`src/rtl/layer_sequencer.sv`:
```
// layer_sequencer: per-layer responder to main_controller. Latches one layer's
// configuration, walks filter groups (outer) and conv-output rows (inner),
// issues one tile per (group,row) to the systolic engine and pulses done_layer
// once the last tile has completed.
module layer_sequencer #(
  parameter int unsigned NUM_PE       = 16,
  parameter int unsigned OFM_RAM_SIZE = 2378675,
  localparam int unsigned ADDR_W      = $clog2(OFM_RAM_SIZE)
) (
  input  logic              clk,
  input  logic              rst_n,
  input  logic              start_layer,
  input  logic [8:0]        ifm_size,
  input  logic [10:0]       ifm_channel,
  input  logic [1:0]        kernel_size,
  input  logic [10:0]       num_filter,
  input  logic [ADDR_W-1:0] start_read_addr,
  input  logic [ADDR_W-1:0] start_write_addr,
  output logic              tile_start,
  output logic [6:0]        tile_group,
  output logic [8:0]        tile_row,
  output logic [ADDR_W-1:0] tile_read_addr,
  output logic [ADDR_W-1:0] tile_write_addr,
  input  logic              tile_done,
  output logic              busy,
  output logic              cfg_err,
  output logic              done_layer
);

  localparam int unsigned IFM_W = 9;
  localparam int unsigned NF_W  = 11;
  localparam int unsigned GRP_W = 7;

  typedef enum logic [2:0] {
    S_IDLE  = 3'd0,
    S_LATCH = 3'd1,
    S_ISSUE = 3'd2,
    S_WAIT  = 3'd3,
    S_DONE  = 3'd4
  } state_t;

  state_t state;

  // Latched layer configuration
  logic [IFM_W-1:0]  cfg_ifm;
  logic [1:0]        cfg_k;
  logic [NF_W-1:0]   cfg_nf;
  logic [ADDR_W-1:0] cfg_rd;
  logic [ADDR_W-1:0] cfg_wr;

  // Derived loop bounds and address strides, captured in LATCH
  logic [IFM_W-1:0]  conv_m1;
  logic [GRP_W-1:0]  ngrp_m1;
  logic [ADDR_W-1:0] row_step;
  logic [ADDR_W-1:0] grp_stride;
  logic [ADDR_W-1:0] grp_base;

  logic              legal_c;
  logic [IFM_W-1:0]  conv_m1_c;
  logic [IFM_W-1:0]  conv_size_c;
  logic [GRP_W-1:0]  ngrp_m1_c;
  logic [ADDR_W-1:0] plane_c;
  logic [ADDR_W-1:0] grp_stride_c;

  // ifm_channel goes straight to the engine; nothing here iterates over it
  logic unused_ifm_channel;
  assign unused_ifm_channel = ^ifm_channel;

  // Legality and derived layer geometry from the latched configuration
  always_comb begin
    legal_c      = ((cfg_k == 2'd1) || (cfg_k == 2'd3)) &&
                   (cfg_ifm >= IFM_W'(cfg_k)) && (cfg_nf != '0);
    conv_m1_c    = cfg_ifm - IFM_W'(cfg_k);
    conv_size_c  = conv_m1_c + IFM_W'(1);
    ngrp_m1_c    = GRP_W'((cfg_nf - NF_W'(1)) / NF_W'(NUM_PE));
    plane_c      = ADDR_W'(conv_size_c) * ADDR_W'(conv_size_c);
    grp_stride_c = ADDR_W'(NUM_PE) * plane_c;
  end

  // Layer FSM with registered tile/handshake outputs
  always_ff @(posedge clk or negedge rst_n) begin
    if (!rst_n) begin
      state           <= S_IDLE;
      cfg_ifm         <= '0;
      cfg_k           <= '0;
      cfg_nf          <= '0;
      cfg_rd          <= '0;
      cfg_wr          <= '0;
      conv_m1         <= '0;
      ngrp_m1         <= '0;
      row_step        <= '0;
      grp_stride      <= '0;
      grp_base        <= '0;
      tile_start      <= 1'b0;
      tile_group      <= '0;
      tile_row        <= '0;
      tile_read_addr  <= '0;
      tile_write_addr <= '0;
      busy            <= 1'b0;
      cfg_err         <= 1'b0;
      done_layer      <= 1'b0;
    end else begin
      tile_start <= 1'b0;
      done_layer <= 1'b0;
      unique case (state)
        S_IDLE: begin
          if (start_layer) begin
            cfg_ifm <= ifm_size;
            cfg_k   <= kernel_size;
            cfg_nf  <= num_filter;
            cfg_rd  <= start_read_addr;
            cfg_wr  <= start_write_addr;
            cfg_err <= 1'b0;
            busy    <= 1'b1;
            state   <= S_LATCH;
          end
        end
        S_LATCH: begin
          tile_group <= '0;
          tile_row   <= '0;
          conv_m1    <= conv_m1_c;
          ngrp_m1    <= ngrp_m1_c;
          row_step   <= ADDR_W'(conv_size_c);
          grp_stride <= grp_stride_c;
          grp_base   <= cfg_wr;
          if (!legal_c) begin
            cfg_err    <= 1'b1;
            done_layer <= 1'b1;
            state      <= S_DONE;
          end else begin
            tile_read_addr  <= cfg_rd;
            tile_write_addr <= cfg_wr;
            tile_start      <= 1'b1;
            state           <= S_ISSUE;
          end
        end
        S_ISSUE: begin
          state <= S_WAIT;
        end
        S_WAIT: begin
          if (tile_done) begin
            if (tile_row != conv_m1) begin
              tile_row        <= tile_row + IFM_W'(1);
              tile_read_addr  <= tile_read_addr + ADDR_W'(cfg_ifm);
              tile_write_addr <= tile_write_addr + row_step;
              tile_start      <= 1'b1;
              state           <= S_ISSUE;
            end else if (tile_group != ngrp_m1) begin
              tile_row        <= '0;
              tile_group      <= tile_group + GRP_W'(1);
              tile_read_addr  <= cfg_rd;
              grp_base        <= grp_base + grp_stride;
              tile_write_addr <= grp_base + grp_stride;
              tile_start      <= 1'b1;
              state           <= S_ISSUE;
            end else begin
              done_layer <= 1'b1;
              state      <= S_DONE;
            end
          end
        end
        S_DONE: begin
          busy  <= 1'b0;
          state <= S_IDLE;
        end
        default: begin
          state <= S_IDLE;
        end
      endcase
    end
  end

endmodule

```
`config.mk`:
```
export PLATFORM = sky130hd
export DESIGN_NAME = layer_sequencer
export DESIGN_NICKNAME = d
export VERILOG_FILES = /design/src/rtl/layer_sequencer.sv
export SDC_FILE = /design/constraint.sdc
export NUM_CORES = 1
export LEC_CHECK = 0
export ABC_AREA = 1
export ABC_CLOCK_PERIOD_IN_PS = 6640
export CORE_MARGIN = 2
export CORE_UTILIZATION = 58
export CTS_CLUSTER_DIAMETER = 150
export CTS_CLUSTER_SIZE = 12
export DETAILED_ROUTE_END_ITERATION = 6
export GPL_TIMING_DRIVEN = 1
export PLACE_DENSITY_LB_ADDON = 0.15
export REMOVE_ABC_BUFFERS = 1
export SLEW_MARGIN = 10
export SYNTH_ARGS = -nofsm -noshare
export SYNTH_HDL_FRONTEND = slang
export SYNTH_SLANG_ARGS = --single-unit
```
`constraint.sdc`:
```
create_clock -name clk -period 6.64 [get_ports clk]
set_input_delay 1.328 -clock clk [delete_from_list [all_inputs] [get_ports clk]]
set_output_delay 1.328 -clock clk [all_outputs]
set_load 0.005 [all_outputs]
```
Yosys cells after proc, flatten, opt, wreduce, memory -nomap -nowiden
Index checks and enable logic that the tools add are counted.
Word-level totals
  flip-flop bits (word level): 198
  bits of input ports: 81
  output and inout bits: 64
  word-level logic and storage cells: 101
Operators by class
  add/subtract/negate cells: 8
  multiply operators: 1
  magnitude comparators: 1
  eq/ne operators: 15
  multiplexer cells: 42
  reductions and logical operators: 15
Operators with widths (count)
  $mux 22: 10
  $pmux 22 s2: 3
  $add 22x9->22: 2
  $mux 9: 3
  $add 22x22->22: 1
  $mux 7: 3
  $add 9x1->9 const B: 2
  $mul 9x9->18: 1
  $pmux 9 s2: 1
  $mux 3: 5
  $pmux 7 s2: 1
  $ne 2x2->1 const B: 6
  $pmux 3 s4: 1
  $mux 1: 11
  $reduce_bool 11->1: 1
  $sub 11x1->11 const B: 1
  $ge 9x2->1: 1
  $ne 9x9->1: 1
  $sub 9x2->9: 1
  $pmux 1 s2: 4
  $reduce_and 4->1: 2
  $add 7x1->7 const B: 1
  $ne 7x7->1: 1
  $eq 3x2->1 const B: 2
  other kinds (11): 17

Depth between registers and ports, before layout
  depth after elaboration: 6
  mapped depth: 30
  mapped depth without buffers: 30

Worst setup path after synthesis
Ideal clock, no wire load.
  path type: register to register
  from: register cfg_ifm[0]
  to: register grp_stride[21]
  library setup time: 0.117 ns
  data arrival time: 5.311 ns
  required time: 6.523 ns
  path slack: 1.212 ns
  cell stages (with the launch flop): 29
  path buffers: 0
  period minus slack after synthesis: 5.428 ns
  cell sequence: dfrtp_1 -> inv_1 -> ha_1 -> inv_1 -> fa_1 -> ha_1 -> inv_1 -> nor2_1 -> nand3_1 -> o21ai_1 -> nand2_2 -> inv_2 -> nand2_1 -> fa_1 -> inv_1 -> fa_1 -> fa_1 -> inv_1 -> fa_1 -> inv_1 -> ha_1 -> inv_1 -> o21ai_0 -> a31oi_1 -> o21ai_0 -> inv_1 -> nand2_1 -> nand3_1 -> nand2_1
On the way
  word-level cells in the longest chain between the ends: 3
RTL lines
  start, declared: RTL line 45  | logic [IFM_W-1:0] cfg_ifm;
  start signal, assigned: RTL line 108  | cfg_ifm <= ifm_size;
  $sub 9x2->9: RTL line 73  | conv_m1_c = cfg_ifm - IFM_W'(cfg_k);
  net conv_m1_c[1]: RTL line 59  | logic [IFM_W-1:0] conv_m1_c;
  $add 9x1->9: RTL line 74  | conv_size_c = conv_m1_c + IFM_W'(1);
  net conv_size_c[6]: RTL line 60  | logic [IFM_W-1:0] conv_size_c;
  $mul 9x9->18: RTL line 76  | plane_c = ADDR_W'(conv_size_c) * ADDR_W'(conv_size_c);
  end signal, assigned: RTL line 124  | grp_stride <= grp_stride_c;
  end, declared: RTL line 55  | logic [ADDR_W-1:0] grp_stride;
The timed path passes the listed nets, and every way through them passes these cells.
A chain may end at the register's enable or synchronous reset.

Worst setup path in the final report
  from: register cfg_k[0]
  to: register grp_stride[21]
On the way
  word-level cells in the longest chain between the ends: 3
RTL lines
  start, declared: RTL line 46  | logic [1:0] cfg_k;
  start signal, assigned: RTL line 109  | cfg_k <= kernel_size;
  $sub 9x2->9: RTL line 73
  net conv_m1_c[1]: RTL line 59
  $add 9x1->9: RTL line 74
  net conv_size_c[6]: RTL line 60
  $mul 9x9->18: RTL line 76
The timed path passes the listed nets, and every way through them passes these cells.

==> key figures <==
Run status
  • Run status: finished, final reports clean

Critical path
  • RR Endpoint: grp_stride[21]
  • Reg2reg setup slack: 540 ps
  • Reg2Reg Launch Point: cfg_k[0]
  • Worst r2r path cells: 26
  • CP Max Fanout: 7
  • Startpoint Class: register
  • Critical path required time: 6980 ps
  • CP Class: reg -> reg
  • Nature of the critical path endpoint: register
  • Worst EP arrival: 6450 ps

Min path
  • Worst hold stages: 2
  • Type of the worst min-delay path: reg -> reg
  • Worst hold start: grp_base[0]
  • Hold EP: grp_base[0]

Placement
  • Port bufs: 133
  • GPL Wtd Cong: 0.9435
  • Placed cell area: 0.01498 mm²
  • HPWL after detailed placement: 26.50 mm
  • Placed insts: 2,129

Timing
  • RSZ-0062 raised after global routing: false
  • Setup violators final: 0
  • Period minus WS final: 6105 ps
  • Skew final: roughly 16 ps
  • Max-slew violation count: 0
  • Worst-margin pin slew: 1052 ps
  • Setup_tns: 0 ps
  • F_max: 163.8 MHz
  • Worst hold slack: 495.5 ps
  • Slew margin rel.: 29.89%
  • Final period util: between 90% and 100%
  • Final hold vios: 0

Floorplan
  • I/O pins: 145
  • Die height: 156.3 µm
  • Die X: 156.3 µm
  • Core area: 0.02271 mm²
  • Rows: 55
  • Full die area: 0.02442 mm²
  • Initial Util: around three fifths

Final layout
  • Fillers: 1,899
  • Nets: a little over 2,000
  • N_diodes: 0
  • Post-route insts no fill: 2,161
  • Multi-input gate area: 0.007521 mm²
  • Sequential Area: 0.004905 mm²
  • Most common cell after layout, fill and taps aside: nand2_1
  • Share of layout cells above drive strength 1: 6.983%
  • Post-route cell area: between 0.015 and 0.02 mm²
  • P&R area growth vs syn: 15.66%
  • Most frequent cells in the layout: nand2_1 (436), inv_1 (201), nor2_1 (200)

Logic synthesis
  • Compound-gate portion of the synthesized area: between 10% and 20%
  • Largest family of logic cells by synthesized area: simple AND/OR/NAND/NOR gates
  • Simple-gate share of the synthesized area: between 20% and 30%
  • Ys async rst share: 100.0%
  • Yosys top cell by area: dfrtp_1
  • Avg Cell Area, Syn: 7.706 µm²
  • Largest cells by area after synthesis: dfrtp_1 (36%), nand2_1 (12%), ha_1 (6.9%)
  • Post-synthesis mux area share: between 4 and 5%
  • Post-Syn Instances: about 1,700
  • EDFF count, synth: 0
  • Synth Warn #: 0
  • Prevailing post-synth register cell: dfrtp_1
  • Mapped cell area: 0.01345 mm²
  • XOR/XNOR Fraction of Synth Area: 3.061%
  • Distinct cells, synth: 41
  • Synth top area share: 36.48%
  • Number of synthesized register bits: 196
  • Synth Area in Adders: 12.39%
  • Sequential-to-total area share from yosys stat: a little over a third

Clock tree
  • CTS tree: yes
  • Worst-path clk slew: roughly 80 ps
  • H-tree levels: 4
  • Num CTS Buffers: 17
  • Cts hold-fix bufs: 0
  • Post-CTS sizing: 0
  • Number of setup buffers added after CTS: 0
  • Clock Latency Late Sink: 450 ps
  • Clock buffer depth: 2
  • Clock sink count: 196
  • Clk root buf: clkbuf_16

Detailed routing
  • Final ANT Viol Nets: 0
  • Routed WL: 35.88 mm
  • Via count: between 10,000 and 15,000
  • Drt initial violations: 900
  • Drt wl/cell: 16.60 µm
  • Initial DRT Pass Iterations: 6
  • # DRC: 0
  • Via density: 5.599

Global routing
  • Total Routing Usage GR: 30.20%
  • Vias in the first global route: 11,460
  • Pin count of the biggest net entering global routing: 83
  • Grt total ovfl: 0
  • First-pass GRT wire length: 57.90 mm
  • Antenna violations before repair: 0

Job
  • Maximum Capacitance Violations: 0
critical path, cell delays in order (launching register included):
cell	delay, ps
dfrtp_1	470
ha_1	180
inv_1	50
fa_1	640
ha_1	220
inv_1	50
nor2_1	100
nand3_1	150
o21ai_1	190
nand2_2	140
inv_2	160
nand2_1	90
fa_1	480
inv_1	80
fa_1	520
fa_1	540
inv_1	50
fa_1	520
inv_1	40
ha_1	320
inv_1	70
o21ai_0	260
a31oi_1	130
o21ai_0	270
nand3_1	110
nand3_1	90
nand2_1	50
how the worst max path moves through the flow:
| stage | from | endpoint | slack [ps] | cells after the start |
|---|---|---|---|---|
| 6_report | cfg_k[0] | grp_stride[21] | 540 | 26 |
| 5_1_grt | cfg_k[0] | grp_stride[21] | 8 | 26 |
| 4_1_cts | cfg_k[0] | grp_stride[21] | 550 | 26 |
| 3_5_place_dp | cfg_k[0] | grp_stride[21] | 580 | 26 |
| 3_3_place_gp | cfg_k[0] | grp_stride[21] | 700 | 27 |
| 2_1_floorplan | cfg_ifm[0] | grp_stride[16] | 1200 | 26 |
routing by layer:
| layer | up-vias | global-route usage (%) | wire length (µm) |
|---|---|---|---|
| li1 | 5910 | - | - |
| met1 | 5765 | 42.62 | 16410 |
| met2 | 393 | 48.67 | 16610 |
| met3 | 31 | 5.123 | 2343 |
| met4 | 0 | 7.733 | 512 |
| met5 | - | 0 | 0 |
metrics by stage:
| stage | util (%) | setup slack (ps) |
|---|---|---|
| floorplan | - | 1205 |
| global placement | 65.98 | 703.3 |
| detailed placement | 65.98 | 584.3 |
| CTS | 68.48 | 551.5 |
| global route | 68.48 | 7.815 |
| finish | 68.48 | 535.3 |
synth_stat cells (2+ instances only):
cell type / count
o21a_1: 9
o21ai_1: 18
a21oi_1: 73
o211ai_1: 8
a21o_1: 3
nand3b_1: 11
xnor2_1: 22
nand4_1: 22
buf_4: 3
o22ai_1: 3
inv_1: 201
or2_2: 6
ha_1: 74
inv_2: 12
xor2_1: 25
nand2_2: 6
dfrtp_1: 196
buf_6: 5
nor2_2: 9
nor4_1: 4
and2_1: 2
nand2_1: 436
nor2_1: 201
o21ai_0: 99
o31ai_1: 2
nand3_1: 118
a31oi_1: 24
o21bai_1: 4
o221ai_1: 3
fa_1: 37
buf_2: 21
nor3_1: 15
nand2_4: 2
mux2_2: 51
and3_1: 2
clkbuf_1: 13
kinds of logic (layout without fill, tap and decap cells):
kind of cell,Yosys count,in the layout
multiplexers,51,51
buffers and inverters,256,387
AND/OR/NAND/NOR,837,837
flip-flops,196,196
XOR/XNOR,47,47
adder cells (fa/ha/maj),111,111
AO/OA/AOI/OAI,247,247
final cells by class:
class | count | share of cell area, %
Clock buffer | 18 | 2.759
Clock inverter | 14 | 0.8930
Inverter | 213 | 5.141
Multi-Input combinational cell | 1293 | 48.36
Sequential cell | 196 | 31.54
Tap cell | 285 | 2.293
Timing Repair Buffer | 142 | 9.019
flip-flops by register name (all words and copies together) (netlist names):
register	count
state	3
done_layer	1
tile_start	1
cfg_ifm	9
grp_stride	17
tile_read_addr	22
ngrp_m1	7
cfg_err	1
cfg_nf	11
cfg_wr	22
conv_m1	9
busy	1
row_step	8
tile_write_addr	22
grp_base	22
tile_row	9
tile_group	7
cfg_k	2
cfg_rd	22
Power is not shown: default switching activity piles up to over one toggle a cycle in this logic, so the estimate is an artifact.
